## src/rtl/approx_mult_pkg.sv

```systemverilog
// Shared definitions for the approximate multiplier and its error-sweep controller:
// operand/product widths, default accumulator widths, sweep FSM states and the
// S1 pipeline payload.
package approx_mult_pkg;

    localparam int unsigned OP_W      = 8;
    localparam int unsigned PROD_W    = 16;
    localparam int unsigned SUM_W_DEF = 32;
    localparam int unsigned CNT_W_DEF = 17;

    typedef enum logic [1:0] {
        ST_IDLE  = 2'd0,
        ST_RUN   = 2'd1,
        ST_DRAIN = 2'd2,
        ST_DONE  = 2'd3
    } state_e;

    // Operands travel with their products so S2 can record the worst-case pair.
    typedef struct packed {
        logic [OP_W-1:0]   a;
        logic [OP_W-1:0]   b;
        logic [PROD_W-1:0] approx;
        logic [PROD_W-1:0] exact;
    } s1_payload_t;

endpackage

```

## src/rtl/approx_mult_8bit.sv

```systemverilog
// 8x8 unsigned truncated approximate multiplier (combinational).
// Partial-product bits whose column weight is below 2^TRUNC_COLS are dropped,
// so the result never exceeds the exact product.
// Ports: a, b (8-bit operands) -> product (16-bit approximate product).
module approx_mult_8bit (
    input  logic [7:0]  a,
    input  logic [7:0]  b,
    output logic [15:0] product
);

    localparam int TRUNC_COLS = 6;

    logic [15:0] acc;

    // Sum only the partial-product bits in columns >= TRUNC_COLS.
    always_comb begin
        acc = '0;
        for (int i = 0; i < 8; i++) begin
            for (int j = 0; j < 8; j++) begin
                if (i + j >= TRUNC_COLS) begin
                    acc = acc + (16'(a[i] & b[j]) << (i + j));
                end
            end
        end
    end

    assign product = acc;

endmodule

```

## src/rtl/approx_mult_sweep_ctrl.sv

```systemverilog
// Error-characterisation engine for approx_mult_8bit. On an accepted start it
// sweeps every (a, b) in [0..a_max] x [0..b_max] (b inner loop), compares the
// approximate product with the exact one and accumulates total/worst-case error.
// Ports:
//   clk, rst            clock, synchronous active-high reset
//   start               sweep request, honoured only in IDLE
//   a_max, b_max        inclusive sweep limits, latched on accepted start
//   busy, done          sweep in flight / one-cycle completion pulse
//   sum_abs_err         total |exact - approx|
//   err_count           pairs with nonzero error
//   pair_count          pairs evaluated
//   max_abs_err         worst |exact - approx|, with operands max_a/max_b
module approx_mult_sweep_ctrl
    import approx_mult_pkg::*;
#(
    parameter int unsigned SUM_W = SUM_W_DEF,
    parameter int unsigned CNT_W = CNT_W_DEF
) (
    input  logic              clk,
    input  logic              rst,
    input  logic              start,
    input  logic [OP_W-1:0]   a_max,
    input  logic [OP_W-1:0]   b_max,
    output logic              busy,
    output logic              done,
    output logic [SUM_W-1:0]  sum_abs_err,
    output logic [CNT_W-1:0]  err_count,
    output logic [CNT_W-1:0]  pair_count,
    output logic [PROD_W-1:0] max_abs_err,
    output logic [OP_W-1:0]   max_a,
    output logic [OP_W-1:0]   max_b
);

    state_e            state_q,  state_d;
    logic [OP_W-1:0]   a_lim_q,  a_lim_d;
    logic [OP_W-1:0]   b_lim_q,  b_lim_d;
    logic [OP_W-1:0]   op_a_q,   op_a_d;
    logic [OP_W-1:0]   op_b_q,   op_b_d;
    logic              s0_vld_q, s0_vld_d;
    s1_payload_t       s1_q,     s1_d;
    logic              s1_vld_q, s1_vld_d;
    logic              drain_q,  drain_d;
    logic              busy_q,   busy_d;
    logic              done_q,   done_d;
    logic [SUM_W-1:0]  sum_q,    sum_d;
    logic [CNT_W-1:0]  errc_q,   errc_d;
    logic [CNT_W-1:0]  pairc_q,  pairc_d;
    logic [PROD_W-1:0] max_q,    max_d;
    logic [OP_W-1:0]   max_a_q,  max_a_d;
    logic [OP_W-1:0]   max_b_q,  max_b_d;

    logic [PROD_W-1:0] approx_c;
    logic [PROD_W-1:0] abs_c;

    // S0: registered operands drive the multiplier.
    approx_mult_8bit u_mult (
        .a       (op_a_q),
        .b       (op_b_q),
        .product (approx_c)
    );

    // S2 absolute difference; compare first so either ordering stays unsigned.
    always_comb begin
        if (s1_q.exact >= s1_q.approx) begin
            abs_c = s1_q.exact - s1_q.approx;
        end else begin
            abs_c = s1_q.approx - s1_q.exact;
        end
    end

    // Next-state: FSM, operand sequencing, pipeline and accumulators.
    always_comb begin
        state_d  = state_q;
        a_lim_d  = a_lim_q;
        b_lim_d  = b_lim_q;
        op_a_d   = op_a_q;
        op_b_d   = op_b_q;
        s0_vld_d = 1'b0;
        s1_d     = s1_q;
        s1_vld_d = s0_vld_q;
        drain_d  = drain_q;
        sum_d    = sum_q;
        errc_d   = errc_q;
        pairc_d  = pairc_q;
        max_d    = max_q;
        max_a_d  = max_a_q;
        max_b_d  = max_b_q;

        // S1: capture approximate and exact products with their operands.
        if (s0_vld_q) begin
            s1_d.a      = op_a_q;
            s1_d.b      = op_b_q;
            s1_d.approx = approx_c;
            s1_d.exact  = PROD_W'(op_a_q) * PROD_W'(op_b_q);
        end

        // S2: accumulate; strict compare keeps the earliest pair on ties.
        if (s1_vld_q) begin
            sum_d   = sum_q + SUM_W'(abs_c);
            errc_d  = errc_q + CNT_W'(abs_c != '0);
            pairc_d = pairc_q + CNT_W'(1);
            if (abs_c > max_q) begin
                max_d   = abs_c;
                max_a_d = s1_q.a;
                max_b_d = s1_q.b;
            end
        end

        unique case (state_q)
            ST_IDLE: begin
                if (start) begin
                    a_lim_d  = a_max;
                    b_lim_d  = b_max;
                    op_a_d   = '0;
                    op_b_d   = '0;
                    s0_vld_d = 1'b1;
                    sum_d    = '0;
                    errc_d   = '0;
                    pairc_d  = '0;
                    max_d    = '0;
                    max_a_d  = '0;
                    max_b_d  = '0;
                    state_d  = ST_RUN;
                end
            end
            ST_RUN: begin
                // op_a_q/op_b_q hold the pair issued this cycle; advance or stop.
                if (op_b_q != b_lim_q) begin
                    op_b_d   = op_b_q + OP_W'(1);
                    s0_vld_d = 1'b1;
                end else if (op_a_q != a_lim_q) begin
                    op_a_d   = op_a_q + OP_W'(1);
                    op_b_d   = '0;
                    s0_vld_d = 1'b1;
                end else begin
                    drain_d  = 1'b0;
                    state_d  = ST_DRAIN;
                end
            end
            ST_DRAIN: begin
                // Two cycles: last pair moves S1 -> S2 -> accumulators.
                if (drain_q) begin
                    state_d = ST_DONE;
                end else begin
                    drain_d = 1'b1;
                end
            end
            ST_DONE: begin
                state_d = ST_IDLE;
            end
            default: begin
                state_d = ST_IDLE;
            end
        endcase

        busy_d = (state_d == ST_RUN) || (state_d == ST_DRAIN);
        done_d = (state_d == ST_DONE);
    end

    // State and datapath registers.
    always_ff @(posedge clk) begin
        if (rst) begin
            state_q  <= ST_IDLE;
            a_lim_q  <= '0;
            b_lim_q  <= '0;
            op_a_q   <= '0;
            op_b_q   <= '0;
            s0_vld_q <= 1'b0;
            s1_q     <= '0;
            s1_vld_q <= 1'b0;
            drain_q  <= 1'b0;
            busy_q   <= 1'b0;
            done_q   <= 1'b0;
            sum_q    <= '0;
            errc_q   <= '0;
            pairc_q  <= '0;
            max_q    <= '0;
            max_a_q  <= '0;
            max_b_q  <= '0;
        end else begin
            state_q  <= state_d;
            a_lim_q  <= a_lim_d;
            b_lim_q  <= b_lim_d;
            op_a_q   <= op_a_d;
            op_b_q   <= op_b_d;
            s0_vld_q <= s0_vld_d;
            s1_q     <= s1_d;
            s1_vld_q <= s1_vld_d;
            drain_q  <= drain_d;
            busy_q   <= busy_d;
            done_q   <= done_d;
            sum_q    <= sum_d;
            errc_q   <= errc_d;
            pairc_q  <= pairc_d;
            max_q    <= max_d;
            max_a_q  <= max_a_d;
            max_b_q  <= max_b_d;
        end
    end

    assign busy        = busy_q;
    assign done        = done_q;
    assign sum_abs_err = sum_q;
    assign err_count   = errc_q;
    assign pair_count  = pairc_q;
    assign max_abs_err = max_q;
    assign max_a       = max_a_q;
    assign max_b       = max_b_q;

endmodule

```

## config.mk

```make
export PLATFORM = sky130hd
export DESIGN_NAME = approx_mult_sweep_ctrl
export DESIGN_NICKNAME = d
export VERILOG_FILES = /design/src/rtl/approx_mult_pkg.sv /design/src/rtl/approx_mult_8bit.sv /design/src/rtl/approx_mult_sweep_ctrl.sv
export SDC_FILE = /design/constraint.sdc
export NUM_CORES = 1
export LEC_CHECK = 0
export ABC_AREA = 1
export CAP_MARGIN = 20
export CORE_MARGIN = 2
export CORE_UTILIZATION = 55
export DETAILED_ROUTE_END_ITERATION = 8
export DONT_BUFFER_PORTS = 1
export PLACE_DENSITY = 0.71
export SLEW_MARGIN = 20
export SYNTH_ARGS = -nofsm -noshare
export SYNTH_HDL_FRONTEND = slang
export SYNTH_SLANG_ARGS = --single-unit
```

## constraint.sdc

```tcl
create_clock -name clk -period 12.7 [get_ports clk]
set_clock_uncertainty 0.15 [all_clocks]
set_input_delay 2.54 -clock clk [delete_from_list [all_inputs] [get_ports clk]]
set_output_delay 2.54 -clock clk [all_outputs]
set_load 0.01 [all_outputs]
```

==> Yosys cells after proc, flatten, opt, wreduce, memory -nomap -nowiden <==
Index checks and enable logic that the tools add are counted.
{ "totals": {"input_bits": 19, "ff_bits": 185, "elab_cells": 178, "output_inout_bits": 100} }
{ "classes": {"eq_ne": 13, "muxes": 41, "reduce_logical": 9, "bitwise_logic": 43, "addsub": 49, "n_lt_le_gt_ge": 2, "multipliers": 1} }
{ "ops": {"columns": ["operator", "n"], "rows": [
  ["$add 16x16->16", 32],
  ["$mux 8", 13],
  ["$mux 17", 6],
  ["$mux 32", 3],
  ["$mux 16", 5],
  ["$and 1x1->1", 43],
  ["$add 16x12->16", 2],
  ["$add 16x8->16", 2],
  ["$add 32x16->32", 1],
  ["$pmux 8 s2", 2],
  ["$sub 16x16->16", 2],
  ["$add 17x1->17", 1],
  ["$add 17x1->17 const B", 1],
  ["$add 16x10->16", 1],
  ["$add 16x11->16", 1],
  ["$add 16x13->16", 1],
  ["$add 16x14->16", 1],
  ["$add 16x15->16", 1],
  ["$add 16x9->16", 1],
  ["$add 8x1->8 const B", 2],
  ["$ge 16x16->1", 1],
  ["$gt 16x16->1", 1],
  ["$mul 8x8->16", 1],
  ["$ne 8x8->1", 2],
  ["other kinds (15)", 32]
]} }

==> Depth between registers and ports, before layout <==
Gate-level depths: netlist of run 1.
{ "depth": {"depth_word": 43, "ltp_mapped": 29} }

==> Cells and area by module <==
A second synthesis of run 1 with hierarchy kept.
{ "hier_totals": {"hier_cells": 1977, "area_unflattened_um2": 14048.5} }
{ "modules_own_cells": {"columns": ["mod", "area_per_inst_um2", "instances", "cells_each"], "rows": [
  ["approx_mult_sweep_ctrl", 12528.3, 1, 1757],
  ["approx_mult_8bit", 1520.2, 1, 220]
]} }

==> Worst setup path after synthesis of run 1 <==
OpenSTA, ideal clock, no wires.
{ "synth_path": {"path_type": "register -> register", "start": "reg op_b_q[2]", "end": "reg s1_q[30] in the netlist's numbering", "slack_ns": 8.233, "setup_ns": 0.115, "t_required_ns": 12.435, "synth_period_minus_slack_ns": 4.467, "arrival_time_ns": 4.201, "stages_incl_launch_ff": 19, "cell_sequence": "dfxtp_1 buf_2 clkbuf_1 nand2_1 fa_1 inv_1 fa_1 fa_1 fa_1 ha_1 inv_1 fa_1 o21ai_0 nand2_1 nand2_1 a21oi_1 xnor2_1 o21ai_0 inv_1"} }
{ "synth_via": {"elab_chain_len": 30, "elab_cells_between_ends": 33, "cone_classes": "add/sub (29); bitwise (4)"} }
{ "synth_rtl": {"columns": ["element", "line", "text"], "rows": [
  ["from (decl)", "approx_mult_sweep_ctrl.sv:38", "logic [OP_W-1:0] op_b_q, op_b_d;"],
  ["from (signal assigned)", "approx_mult_sweep_ctrl.sv:185", "op_b_q <= op_b_d;"],
  ["$and 1x1->1", "approx_mult_8bit.sv:21", "acc = acc + (16'(a[i] & b[j]) << (i + j));"],
  ["$add 16x16->16 (14 in series)", "approx_mult_8bit.sv:21", null],
  ["$add 16x8->16", "approx_mult_8bit.sv:21", null],
  ["$add 16x16->16 (3 in series)", "approx_mult_8bit.sv:21", null],
  ["$add 16x12->16", "approx_mult_8bit.sv:21", null],
  ["$add 16x16->16", "approx_mult_8bit.sv:21", null],
  ["$add 16x14->16", "approx_mult_8bit.sv:21", null],
  ["$add 16x8->16", "approx_mult_8bit.sv:21", null],
  ["$add 16x9->16", "approx_mult_8bit.sv:21", null],
  ["$add 16x10->16 *", "approx_mult_8bit.sv:21", null],
  ["$add 16x11->16 *", "approx_mult_8bit.sv:21", null],
  ["$add 16x12->16 *", "approx_mult_8bit.sv:21", null],
  ["$add 16x13->16 *", "approx_mult_8bit.sv:21", null],
  ["$add 16x16->16 *", "approx_mult_8bit.sv:21", null],
  ["$add 16x15->16 *", "approx_mult_8bit.sv:21", null],
  ["to (signal assigned)", "approx_mult_sweep_ctrl.sv:169", "s1_q <= '0;"],
  ["to (signal assigned)", "approx_mult_sweep_ctrl.sv:187", "s1_q <= s1_d;"],
  ["to (decl)", "approx_mult_sweep_ctrl.sv:40", "s1_payload_t s1_q, s1_d;"]
]} }
Mark *: on every way between the ends. The rest lies on a longest branch, timed or not.
A chain may end at the register's enable or synchronous reset.

==> Worst setup path after layout of run 1 <==
{ "layout_path": {"start": "reg op_b_q[5]", "end": "reg s1_q[30] in the netlist's numbering"} }
{ "layout_via": {"elab_chain_len": 42, "elab_cells_between_ends": 48, "cone_classes": "add/sub (41); bitwise (7)"} }
{ "layout_rtl": {"columns": ["element", "line"], "rows": [
  ["$and 1x1->1", "approx_mult_8bit.sv:21"],
  ["$add 16x16->16 (26 in series)", "approx_mult_8bit.sv:21"],
  ["$add 16x8->16", "approx_mult_8bit.sv:21"],
  ["$add 16x16->16 (3 in series)", "approx_mult_8bit.sv:21"],
  ["$add 16x12->16", "approx_mult_8bit.sv:21"],
  ["$add 16x16->16", "approx_mult_8bit.sv:21"],
  ["$add 16x14->16", "approx_mult_8bit.sv:21"],
  ["$add 16x8->16", "approx_mult_8bit.sv:21"],
  ["$add 16x9->16", "approx_mult_8bit.sv:21"],
  ["$add 16x10->16", "approx_mult_8bit.sv:21"],
  ["$add 16x11->16", "approx_mult_8bit.sv:21"],
  ["$add 16x12->16", "approx_mult_8bit.sv:21"],
  ["$add 16x13->16 *", "approx_mult_8bit.sv:21"],
  ["$add 16x16->16 *", "approx_mult_8bit.sv:21"],
  ["$add 16x15->16 *", "approx_mult_8bit.sv:21"]
]} }
Marks and branches as above.

==> reports/qor.log, run 1 <==
[status] result of the run complete, no violations
[timing] final critical path time including I/O delays and setup 4835 ps
[flow_run] Max-cap violations 0
[critical_path] series of cell instances along the critical path nand2_1 > fa_1 > inv_1 > fa_1 > fa_1 > fa_1 > ha_1 > inv_1 > fa_1 > o21ai_0 > nand2_1 > nand2_1 > a21oi_1 > xnor2_1 > o21ai_0 > inv_1
[synthesis] part of the Yosys area used for sequential elements 26.54%
[critical_path] arrival time at the worst endpoint 5000 ps
[synthesis] EDFF count, synth 0
[timing] number of max-slew violations in the final report 0
[synthesis] Synth area leaders sky130_fd_sc_hd__dfxtp_1, sky130_fd_sc_hd__nand2_1, sky130_fd_sc_hd__ha_1
[detailed_routing] number of routed nets with antenna violations 0
[detailed_routing] routed wire length per instance 14.26 microns
[min_path] worst hold start s1_q[40]
[cts] hold bufs inserted after CTS 0
[min_path] Hold Path End s1_q[40]
[final_layout] Filler Cell Count 2,272
[floorplanning] die width 160.7 microns
[global_routing] pin count of the biggest net entering global routing 60
[cts] insertion delay to the later sink of the worst-skew pair 430 ps
[timing] remaining max-slew budget at the tightest pin 35.19%
[placement] global placement routability congestion 0.8916
[synthesis] ys flop type sky130_fd_sc_hd__dfxtp_1
[cts] CTS tree built
[global_routing] via count of the first global-routing pass 11.08k
[timing] Period Utilization, post-route 38.07%
[detailed_routing] via count 11.78k
[synthesis] Syn. warnings 0
[final_layout] proportion of layout cells with a drive suffix above 1 3.922%
[critical_path] library cell contributing the largest single delay on the critical path sky130_fd_sc_hd__dfxtp_1
[cts] Gates resized, CTS repair 0
[cts] Num CTS Buffers 17
[floorplanning] initial core utilization 55.84%
[floorplanning] die height 160.7 microns
[timing] Sum Neg Setup Slack 0 ps
[detailed_routing] DRC violation count after routing 0
[cts] CTS root buffer sky130_fd_sc_hd__clkbuf_16
[timing] final-report hold violation count 0
[pwr] reported leakage power 7.381 nW
[global_routing] global-route wire length before repair 53.24 mm
[synthesis] Post-synth top cells sky130_fd_sc_hd__nand2_1, sky130_fd_sc_hd__inv_1, sky130_fd_sc_hd__nor2_1, sky130_fd_sc_hd__dfxtp_1, sky130_fd_sc_hd__a21oi_1
[synthesis] number of flip-flops and latches in the synthesized netlist 179
[detailed_routing] DRC violation total after the first TritonRoute iteration 975
[critical_path] element type at the critical path start flip-flop
[cts] number of H-tree branching levels 4
[synthesis] most common cell in the synthesized netlist sky130_fd_sc_hd__nand2_1
[timing] endpoints failing setup 0
[final_layout] Synth-to-Final Area Change 5.774%
[global_routing] Global Route Usage Sum 24.95%
[detailed_routing] Via density 5.210
[synthesis] total nets after synthesis 2,163
[floorplanning] die footprint 25,810 sq um
[cts] post-CTS setup buffer count 0
[detailed_routing] wire length after detailed routing 32.26 mm
[synthesis] unique cell type count in the Yosys netlist 44
[pwr] Power Density 120.7 nW/um^2
[cts] number of buffers between clock root and the deepest sink 2
[pwr] post-layout total power 1.724 mW
[final_layout] Multi-input gate area 8393 sq um
[global_routing] number of antenna violations at the first check in global routing 0
[synthesis] area leader, netlist sky130_fd_sc_hd__dfxtp_1
[critical_path] Crit Path Max Fanout 13
[cts] CTS sink count 179
[placement] sum of net half-perimeters after detailed placement 24.66 mm
[cts] clock slew at reported path FFs 80 ps
[timing] setup repair after global routing missed its margin no
[global_routing] leftover overflow at the end of global routing 0
[floorplanning] core area 24,180 sq um
[synthesis] Synth Instances 1,966
[timing] slew at the pin closest to its max-slew limit 968.5 ps
[timing] fmax 206.8 MHz
[synthesis] post-synthesis async set-or-reset flop share 0%
[final_layout] Antenna diodes 0
[min_path] instance count along the most critical hold path 2
[critical_path] required time reported for the critical path endpoint 12,870 ps
[critical_path] endpoint of the lowest-slack register-to-register path s1_q[30]
[final_layout] Final Net Count 2,122
[synthesis] top cell type's share of synthesized area 26.54%
[critical_path] type of element capturing the critical path flip-flop
[critical_path] type of the setup path with the least slack reg2reg
[placement] count of input and output buffers 0
[critical_path] dominant cell type by count on the critical path sky130_fd_sc_hd__fa_1
[detailed_routing] length of the first detailed-routing pass in iterations 7
[synthesis] mean area per synthesized cell 6.867 sq um
[critical_path] FF-to-FF Start op_b_q[5]
[floorplanning] FP Rows 57
[pwr] maximum VDD drop 71.62 uV
[critical_path] register-to-register path setup slack 7870 ps
[critical_path] peak per-stage delay on the critical path 730 ps
[synthesis] combined area of all synthesized cells 13,500 sq um
[floorplanning] I/O pin count 119
[final_layout] Seq. cell area 3585 sq um
[critical_path] number of cells on the worst reg-to-reg path 16
[min_path] type of the tightest min-delay check reg2reg
==> per-layer routing <==
metal  up-vias  wire [microns]  GRT usage (%)  share of wire, %
li1       6087               -              -                 -
met1      5363           14280          32.53                44
met2       297           15550          42.85                48
met3        37            1986          4.675               6.2
met4         0             444          6.143               1.4
met5         -               0              0                 0
==> report_power, final <==
group / total, mW / internal [mW] / switching, mW
Combinational: 0.572 / 0.186 / 0.386
Sequential: 0.625 / 0.591 / 0.0336
Clock: 0.527 / 0.265 / 0.262
==> critical path: cells and delay by family, from the launching register on <==
family	cells	cell delay, ps
buffers and inverters	3	160
flip-flops	1	730
adder cells (fa/ha/maj)	6	2690
AND/OR/NAND/NOR	3	350
AO/OA/AOI/OAI	3	490
XOR/XNOR	1	130
==> worst max path at each step <==
stage                         start        end
final                     op_b_q[5]   s1_q[30]
after global routing      op_a_q[5]   s1_q[30]
after CTS                 op_b_q[2]   s1_q[30]
after detailed placement      start  op_a_q[1]
after global placement        start  op_a_q[4]
after floorplan           op_b_q[2]   s1_q[30]
==> stage by stage <==
stage	instance area, sq um	setup slack [ps]	hold slack, ps	utilization [%]	std cells
after detailed placement	13680	7701	299.8	56.60	2230
after global placement	13680	7809	294.3	56.60	2230
after CTS	14280	7838	310.0	59.06	2262
after global routing	14280	7500	333.2	59.06	2262
after floorplan	13500	8233	291.1	-	1966
final	14280	7865	308.8	59.06	2262
==> logic make-up after synthesis <==
kind of cell	synth area share, %
and+or+nand+nor	26.54
buffers and inverters	11.34
AOI/OAI and AO/OA	11.02
DFF	26.54
adders and majority gates	19.94
xor gates and xnor gates	4.606
==> placed cells by master (no fill, tap or decap), types with 2 or more instances in the layout <==
cell type and n:
sky130_fd_sc_hd__inv_1 327, sky130_fd_sc_hd__a21oi_1 129, sky130_fd_sc_hd__inv_8 3, sky130_fd_sc_hd__xnor2_1 25, sky130_fd_sc_hd__nor3_2 3, sky130_fd_sc_hd__o21ai_0 125
sky130_fd_sc_hd__nand3b_1 6, sky130_fd_sc_hd__ha_1 116, sky130_fd_sc_hd__inv_2 3, sky130_fd_sc_hd__nand4_1 32, sky130_fd_sc_hd__o21bai_1 2, sky130_fd_sc_hd__inv_6 2
sky130_fd_sc_hd__o21ai_1 2, sky130_fd_sc_hd__or2_2 9, sky130_fd_sc_hd__clkinv_8 5, sky130_fd_sc_hd__o21ai_2 4, sky130_fd_sc_hd__a211oi_1 2, sky130_fd_sc_hd__clkinv_4 3
sky130_fd_sc_hd__a31oi_1 2, sky130_fd_sc_hd__nand3_2 4, sky130_fd_sc_hd__a21o_1 3, sky130_fd_sc_hd__nand2_2 5, sky130_fd_sc_hd__fa_1 62, sky130_fd_sc_hd__clkbuf_16 17
sky130_fd_sc_hd__nor3_1 18, sky130_fd_sc_hd__nor2_1 284, sky130_fd_sc_hd__o211ai_1 6, sky130_fd_sc_hd__xor2_1 46, sky130_fd_sc_hd__nor2_2 3, sky130_fd_sc_hd__dfxtp_1 178
sky130_fd_sc_hd__nand2_1 391, sky130_fd_sc_hd__nor4_1 4, sky130_fd_sc_hd__o21a_1 4, sky130_fd_sc_hd__nor2_4 2, sky130_fd_sc_hd__buf_4 7, sky130_fd_sc_hd__nand3_1 92
==> registers in the layout, indices dropped and copies added, names as in the netlist <==
| register | cells |
|---|---|
| a_lim_q | 8 |
| b_lim_q | 8 |
| busy | 1 |
| done | 1 |
| drain_q | 1 |
| err_count | 17 |
| max_a | 8 |
| max_abs_err | 16 |
| max_b | 8 |
| op_a_q | 8 |
| op_b_q | 8 |
| pair_count | 17 |
| s0_vld_q | 1 |
| s1_q | 42 |
| s1_vld_q | 1 |
| state_q | 2 |
| sum_abs_err | 32 |
==> layout make-up <==
| type | instances | area share [%] |
|---|---|---|
| clock buffers | 18 | 3.005 |
| clock inverters | 14 | 1.165 |
| inverters | 332 | 8.744 |
| multi-input cells | 1388 | 58.78 |
| flip-flops and latches | 179 | 25.10 |
| well taps | 324 | 2.839 |
| repair buffers | 7 | 0.3680 |
(Power assumes the default switching activity.)
==> inputs of run 2 (changes only) <==
ABC_AREA = 0   (was 1)
PLACE_DENSITY = 0.74   (was 0.71)
clock period = 4.3 ns   (was 12.7 ns; I/O delays follow)
==> reports/qor.log, run 2 <==
[cts] CTS root buffer sky130_fd_sc_hd__clkbuf_16
[floorplanning] die footprint 24,340 sq um
[synthesis] mean area per synthesized cell 8.617 sq um
[floorplanning] FP Rows 55
[detailed_routing] number of routed nets with antenna violations 0
[detailed_routing] wire length after detailed routing 31.72 mm
[critical_path] type of element capturing the critical path flip-flop
[global_routing] global-route wire length before repair 49.02 mm
[final_layout] proportion of layout cells with a drive suffix above 1 21.69%
[floorplanning] die height 156.0 microns
[min_path] worst hold start a_lim_q[0]
[flow_run] Max-cap violations 0
[synthesis] total nets after synthesis 1,672
[timing] fmax 230.3 MHz
[placement] global placement routability congestion 0.8434
[timing] final-report hold violation count 0
[detailed_routing] length of the first detailed-routing pass in iterations 5
[critical_path] Crit Path Max Fanout 5
[global_routing] leftover overflow at the end of global routing 0
[final_layout] most common library cell in the layout ignoring fill and taps sky130_fd_sc_hd__nor2_1
[cts] CTS sink count 179
[status] result of the run finished with violations
[critical_path] type of the setup path with the least slack reg2reg
[critical_path] endpoint of the lowest-slack register-to-register path s1_q[15]
[timing] final critical path time including I/O delays and setup 4342 ps
[timing] setup repair after global routing missed its margin yes
[critical_path] series of cell instances along the critical path buf_6 > and2_4 > fa_2 > fa_1 > inv_2 > fa_1 > fa_1 > inv_2 > ha_4 > o21ai_4 > a21boi_2 > o211ai_1 > a21oi_2 > nor3_2 > or3_1 > a311oi_1
[detailed_routing] Via density 5.679
[final_layout] max reg flops 42
[timing] remaining max-slew budget at the tightest pin 29.62%
[critical_path] buffers and inverters on the worst path 3
[floorplanning] initial core utilization 56.14%
[critical_path] element type at the critical path start flip-flop
[timing] crit path setup slack, layout -42.06 ps
[pwr] post-layout total power 4.398 mW
[global_routing] Global Route Usage Sum 24.52%
[final_layout] Synth-to-Final Area Change 21.79%
[critical_path] peak per-stage delay on the critical path 560 ps
[synthesis] EDFF count, synth 0
[placement] count of input and output buffers 0
[global_routing] number of antenna violations at the first check in global routing 0
[critical_path] library cell contributing the largest single delay on the critical path sky130_fd_sc_hd__fa_1
[synthesis] area leader, netlist sky130_fd_sc_hd__dfxtp_1
[synthesis] Syn. warnings 0
[final_layout] register with the highest flop count s1_q
[cts] CTS tree built
[cts] insertion delay to the later sink of the worst-skew pair 440 ps
[critical_path] number of cells on the worst reg-to-reg path 16
[min_path] instance count along the most critical hold path 2
[floorplanning] core area 22,640 sq um
[synthesis] Synth area leaders sky130_fd_sc_hd__dfxtp_1, sky130_fd_sc_hd__ha_1, sky130_fd_sc_hd__fa_1
[timing] slew at the pin closest to its max-slew limit 1056 ps
[cts] Num CTS Buffers 17
[min_path] type of the tightest min-delay check reg2reg
[synthesis] most common cell in the synthesized netlist sky130_fd_sc_hd__dfxtp_1
[timing] number of max-slew violations in the final report 0
[pwr] Power Density 284.1 nW/um^2
[detailed_routing] DRC violation count after routing 0
[critical_path] Top Family by Delay on Critical Path adder cells
[floorplanning] die width 156.0 microns
[timing] endpoints failing setup 2
[placement] sum of net half-perimeters after detailed placement 21.98 mm
[critical_path] dominant cell type by count on the critical path sky130_fd_sc_hd__fa_1
[min_path] Hold Path End a_lim_q[0]
[critical_path] arrival time at the worst endpoint 4540 ps
[synthesis] part of the Yosys area used for sequential elements 28.19%
[status] violations in the final reports setup timing
[pwr] reported leakage power 6.694 nW
[detailed_routing] routed wire length per instance 16.87 microns
[cts] number of H-tree branching levels 4
[final_layout] Final Util 68.37%
[final_layout] Filler Cell Count 1,672
[global_routing] pin count of the biggest net entering global routing 74
[cts] hold bufs inserted after CTS 0
[timing] worst hold margin 321.4 ps
[detailed_routing] DRC violation total after the first TritonRoute iteration 730
[global_routing] via count of the first global-routing pass 10.51k
[critical_path] FF-to-FF Start op_a_q[3]
[floorplanning] I/O pin count 119
[synthesis] ys flop type sky130_fd_sc_hd__dfxtp_1
[synthesis] combined area of all synthesized cells 12,710 sq um
[detailed_routing] via count 10.68k
[pwr] maximum VDD drop 247.9 uV
[synthesis] post-synthesis async set-or-reset flop share 0%
[synthesis] number of flip-flops and latches in the synthesized netlist 179
[timing] Period Utilization, post-route 101.0%
[final_layout] commonest cells after routing, fill and taps aside sky130_fd_sc_hd__nor2_1, sky130_fd_sc_hd__dfxtp_1, sky130_fd_sc_hd__buf_4
[critical_path] required time reported for the critical path endpoint 4490 ps
[final_layout] Final Net Count 1,779
[synthesis] top cell type's share of synthesized area 28.19%
[cts] clock slew at reported path FFs 80 ps
[synthesis] Synth Instances 1,475
[synthesis] unique cell type count in the Yosys netlist 78
[critical_path] register-to-register path setup slack -40 ps
[cts] number of buffers between clock root and the deepest sink 2
[synthesis] Post-synth top cells sky130_fd_sc_hd__dfxtp_1, sky130_fd_sc_hd__nor2_1, sky130_fd_sc_hd__inv_1, sky130_fd_sc_hd__ha_1, sky130_fd_sc_hd__nand2_1
[final_layout] Antenna diodes 0
run 2: power by group:
| group | switching (mW) | internal [mW] |
|---|---|---|
| logic | 0.491 | 0.445 |
| registers | 0.0967 | 1.70 |
| clock network | 0.758 | 0.908 |
| total | 1.34 | 3.05 |
run 2: cell type report:
cell class	instances	area, sq um	area share, %
flip-flops and latches	179	3643	23.54
repair buffers	156	1306	8.439
clock buffers	19	442.9	2.862
inverters	144	543.0	3.508
well taps	285	356.6	2.304
clock inverters	13	181.4	1.172
multi-input cells	1084	9005	58.18
run 2: tightest hold or removal path, delay by kind of cell (launching register included):
| kind | cells | cell delay (ps) |
|---|---|---|
| AOI/OAI and AO/OA | 1 | 50 |
| DFF | 1 | 320 |
| and+or+nand+nor | 1 | 50 |
run 2: cells by family (layout without fill, tap and decap cells):
kind of cell / after synthesis / count (layout) / synth area share (%)
XOR/XNOR: 87 / 87 / 5.995
AND/OR/NAND/NOR: 515 / 515 / 19.75
AO/OA/AOI/OAI: 228 / 228 / 12.36
adder cells (fa/ha/maj): 178 / 178 / 21.19
multiplexers: 76 / 76 / 5.995
buffers and inverters: 212 / 332 / 6.527
flip-flops: 179 / 179 / 28.19
run 2: per-stage QoR:
| step | instances | cell area, sq um | setup slack [ps] | setup TNS, ps |
|---|---|---|---|---|
| after floorplan | 1475 | 12850 | -20.50 | -20.50 |
| after global placement | 1805 | 13710 | -165.8 | -6405 |
| after detailed placement | 1805 | 13710 | -285.8 | -11890 |
| after CTS | 1850 | 14670 | -43.54 | -43.54 |
| after global routing | 1880 | 15480 | -218.3 | -4166 |
| final | 1880 | 15480 | -42.06 | -73.40 |
run 2: worst max-delay path by stage:
| stage | startpoint | end | slack [ps] | cells past startpoint |
|---|---|---|---|---|
| after floorplan | op_b_q[7] | s1_q[15] | -20 | 14 |
| after global placement | s1_q[6] | max_b[4] | -170 | 18 |
| after detailed placement | s1_q[7] | max_abs_err[1] | -290 | 17 |
| after CTS | op_a_q[3] | s1_q[15] | -40 | 16 |
| after global routing | op_a_q[3] | s1_q[15] | -220 | 16 |
| final | op_a_q[3] | s1_q[15] | -40 | 16 |
run 2: layer usage:
layer,track usage [%],vias up,wire [microns]
met1,29.76,5134,13420
met2,44.18,260,16080
met5,0,-,0
li1,-,5225,-
met4,6.597,0,660
met3,4.972,57,1561
run 2: what timing repair did:
item                                   in CTS  in global routing
pin swaps                                  26                 83
endpoints found under the hold margin       0                  0
resized for setup                          57                125
gates cloned                                1                  4
buffers inserted                           12                 27
setup endpoints to repair                  66                 67
==> inputs of run 3 (changes only) <==
GPL_TIMING_DRIVEN = 1   (was unset)
RECOVER_POWER = 100   (was unset)
==> reports/qor.log, run 3 (synthesis gave the netlist of run 2 again) <==
[final_layout] register with the highest flop count s1_q
[placement] count of input and output buffers 0
[critical_path] register-to-register path setup slack -100 ps
[critical_path] Top Family by Delay on Critical Path compound AO/OA/AOI/OAI gates
[min_path] instance count along the most critical hold path 2
[timing] setup repair after global routing missed its margin yes
[global_routing] global-route wire length before repair 49.02 mm
[min_path] Hold Path End b_lim_q[2]
[cts] CTS tree built
[detailed_routing] DRC violation count after routing 0
[critical_path] Crit Path Max Fanout 7
[global_routing] via count of the first global-routing pass 10.51k
[pwr] reported leakage power 6.683 nW
[floorplanning] I/O pin count 119
[final_layout] commonest cells after routing, fill and taps aside sky130_fd_sc_hd__nor2_1, sky130_fd_sc_hd__dfxtp_1, sky130_fd_sc_hd__buf_4
[global_routing] leftover overflow at the end of global routing 0
[detailed_routing] Via density 5.706
[min_path] type of the tightest min-delay check reg2reg
[flow_run] Max-cap violations 2
[global_routing] pin count of the biggest net entering global routing 74
[floorplanning] FP Rows 55
[critical_path] required time reported for the critical path endpoint 4390 ps
[detailed_routing] DRC violation total after the first TritonRoute iteration 746
[final_layout] Filler Cell Count 1,678
[critical_path] dominant cell type by count on the critical path sky130_fd_sc_hd__inv_1
[timing] crit path setup slack, layout -96.79 ps
[pwr] maximum VDD drop 248.1 uV
[critical_path] buffers and inverters on the worst path 3
[critical_path] type of the setup path with the least slack reg2reg
[critical_path] number of cells on the worst reg-to-reg path 18
[cts] clock slew at reported path FFs 80 ps
[detailed_routing] via count 10.73k
[floorplanning] initial core utilization 56.14%
[critical_path] series of cell instances along the critical path inv_1 > ha_4 > a21o_1 > a41oi_2 > o21ai_2 > a221o_1 > a2111oi_4 > nor3_2 > xnor2_2 > inv_1 > ha_1 > and3_4 > nand4_1 > a21oi_2 > o41a_4 > buf_6 > mux2i_1 > nor2_1
[final_layout] Final Net Count 1,779
[final_layout] most common library cell in the layout ignoring fill and taps sky130_fd_sc_hd__nor2_1
[placement] dpl cells 1,805
[timing] fmax 227.4 MHz
[critical_path] library cell contributing the largest single delay on the critical path sky130_fd_sc_hd__o41a_4
[critical_path] FF-to-FF Start s1_q[7]
[pwr] net load switching power 1.343 mW
[final_layout] Final Util 68.30%
[timing] Period Utilization, post-route 102.3%
[floorplanning] core area 22,640 sq um
[critical_path] peak per-stage delay on the critical path 530 ps
[final_layout] proportion of layout cells with a drive suffix above 1 21.50%
[floorplanning] die width 156.0 microns
[timing] number of max-slew violations in the final report 82
[cts] number of buffers between clock root and the deepest sink 2
[timing] final critical path time including I/O delays and setup 4397 ps
[pwr] switching power as a share of total power 30.54%
[status] result of the run finished with violations
[final_layout] Synth-to-Final Area Change 21.67%
[detailed_routing] routed wire length per instance 16.86 microns
[timing] endpoints failing setup 11
[pwr] internal power component 3.053 mW
[cts] CTS sink count 179
[pwr] Power Density 284.3 nW/um^2
[critical_path] endpoint of the lowest-slack register-to-register path max_abs_err[12]
[detailed_routing] wire length after detailed routing 31.70 mm
[global_routing] Global Route Usage Sum 24.52%
[cts] number of H-tree branching levels 4
[final_layout] max reg flops 42
[timing] slew at the pin closest to its max-slew limit 1979 ps
[global_routing] number of antenna violations at the first check in global routing 0
[cts] CTS root buffer sky130_fd_sc_hd__clkbuf_16
[timing] final-report hold violation count 0
[floorplanning] die footprint 24,340 sq um
[cts] Num CTS Buffers 17
[critical_path] element type at the critical path start flip-flop
[timing] remaining max-slew budget at the tightest pin -32.11%
[critical_path] type of element capturing the critical path flip-flop
[cts] insertion delay to the later sink of the worst-skew pair 440 ps
[pwr] fraction of power consumed by the clock network 37.9%
[floorplanning] die height 156.0 microns
[pwr] proportion of power drawn by combinational gates 21.3%
[critical_path] arrival time at the worst endpoint 4490 ps
[final_layout] Antenna diodes 0
[min_path] worst hold start b_lim_q[2]
[detailed_routing] length of the first detailed-routing pass in iterations 5
[placement] global placement routability congestion 0.8434
[detailed_routing] number of routed nets with antenna violations 0
[pwr] share of power burned in registers 40.9%
[placement] sum of net half-perimeters after detailed placement 21.98 mm
[final_layout] count of placed standard cells in the final layout, fillers left out 1,880
[status] violations in the final reports capacitance limit, slew limit, setup timing
-- run 3: per-stage QoR --
| step | hold WS [ps] | cell area (sq um) | setup TNS (ps) | power, mW | worst slack, ps |
|---|---|---|---|---|---|
| floorplan | 298.8 | 12850 | -20.50 | 2.358 | -20.50 |
| global placement | 303.9 | 13710 | -6405 | 2.534 | -165.8 |
| detailed placement | 307.4 | 13710 | -11890 | 2.556 | -285.8 |
| CTS | 318.0 | 14670 | -43.54 | 4.265 | -43.54 |
| global route | 339.7 | 15460 | -5555 | 4.574 | -229.2 |
| finish | 321.7 | 15460 | -239.1 | 4.396 | -96.79 |
-- run 3: worst max path at each step --
stage / startpoint / end / slack [ps] / cells after the start
finish: s1_q[7] / max_abs_err[12] / -100 / 18
global route: s1_q[7] / max_abs_err[12] / -230 / 18
CTS: op_a_q[3] / s1_q[15] / -40 / 16
detailed placement: s1_q[7] / max_abs_err[1] / -290 / 17
global placement: s1_q[6] / max_b[4] / -170 / 18
floorplan: op_b_q[7] / s1_q[15] / -20 / 14
-- run 3: what timing repair did --
item / in CTS / in global routing
hold buffers: 0 / 0
setup buffers: 12 / 27
endpoints found under the setup margin: 66 / 67
cloned: 1 / 4
gates resized for setup: 57 / 125
pin swaps: 26 / 83
-- run 3: worst reg2reg max path: cells and delay by family (launching register included) --
| kind | cells | cell delay (ps) |
|---|---|---|
| compound gates | 7 | 1850 |
| flops | 1 | 360 |
| buf+inv | 3 | 370 |
| mux | 1 | 200 |
| simple gates | 4 | 490 |
| xor+xnor | 1 | 190 |
| fa+ha+maj | 2 | 620 |
-- run 3: power by group through the flow --
stage / combinational [mW] / clock (mW) / sequential (mW)
4_1_cts: 0.782 / 1.69 / 1.80
3_5_place_dp: 0.716 / 0 / 1.84
2_1_floorplan: 0.554 / 0 / 1.80
3_3_place_gp: 0.697 / 0 / 1.84
6_report: 0.934 / 1.66 / 1.80
5_1_grt: 1.01 / 1.76 / 1.81
-- run 3: final cells by class --
| cell class | instances | area, sq um | area share, % |
|---|---|---|---|
| clock buffer | 19 | 442.9 | 2.864 |
| clock inverter | 13 | 181.4 | 1.173 |
| inverter | 144 | 543.0 | 3.512 |
| multi-input combinational | 1084 | 8997 | 58.18 |
| sequential | 179 | 3642 | 23.55 |
| tap | 285 | 356.6 | 2.306 |
| timing repair buffer | 156 | 1300 | 8.407 |
-- run 3: layer usage --
layer  vias up  share of wire [%]  track usage (%)
li1       5232                  -                -
met1      5134                 42            29.76
met2       299                 50            44.18
met3        63                5.2            4.972
met4         0                2.3            6.597
met5         -                  0                0
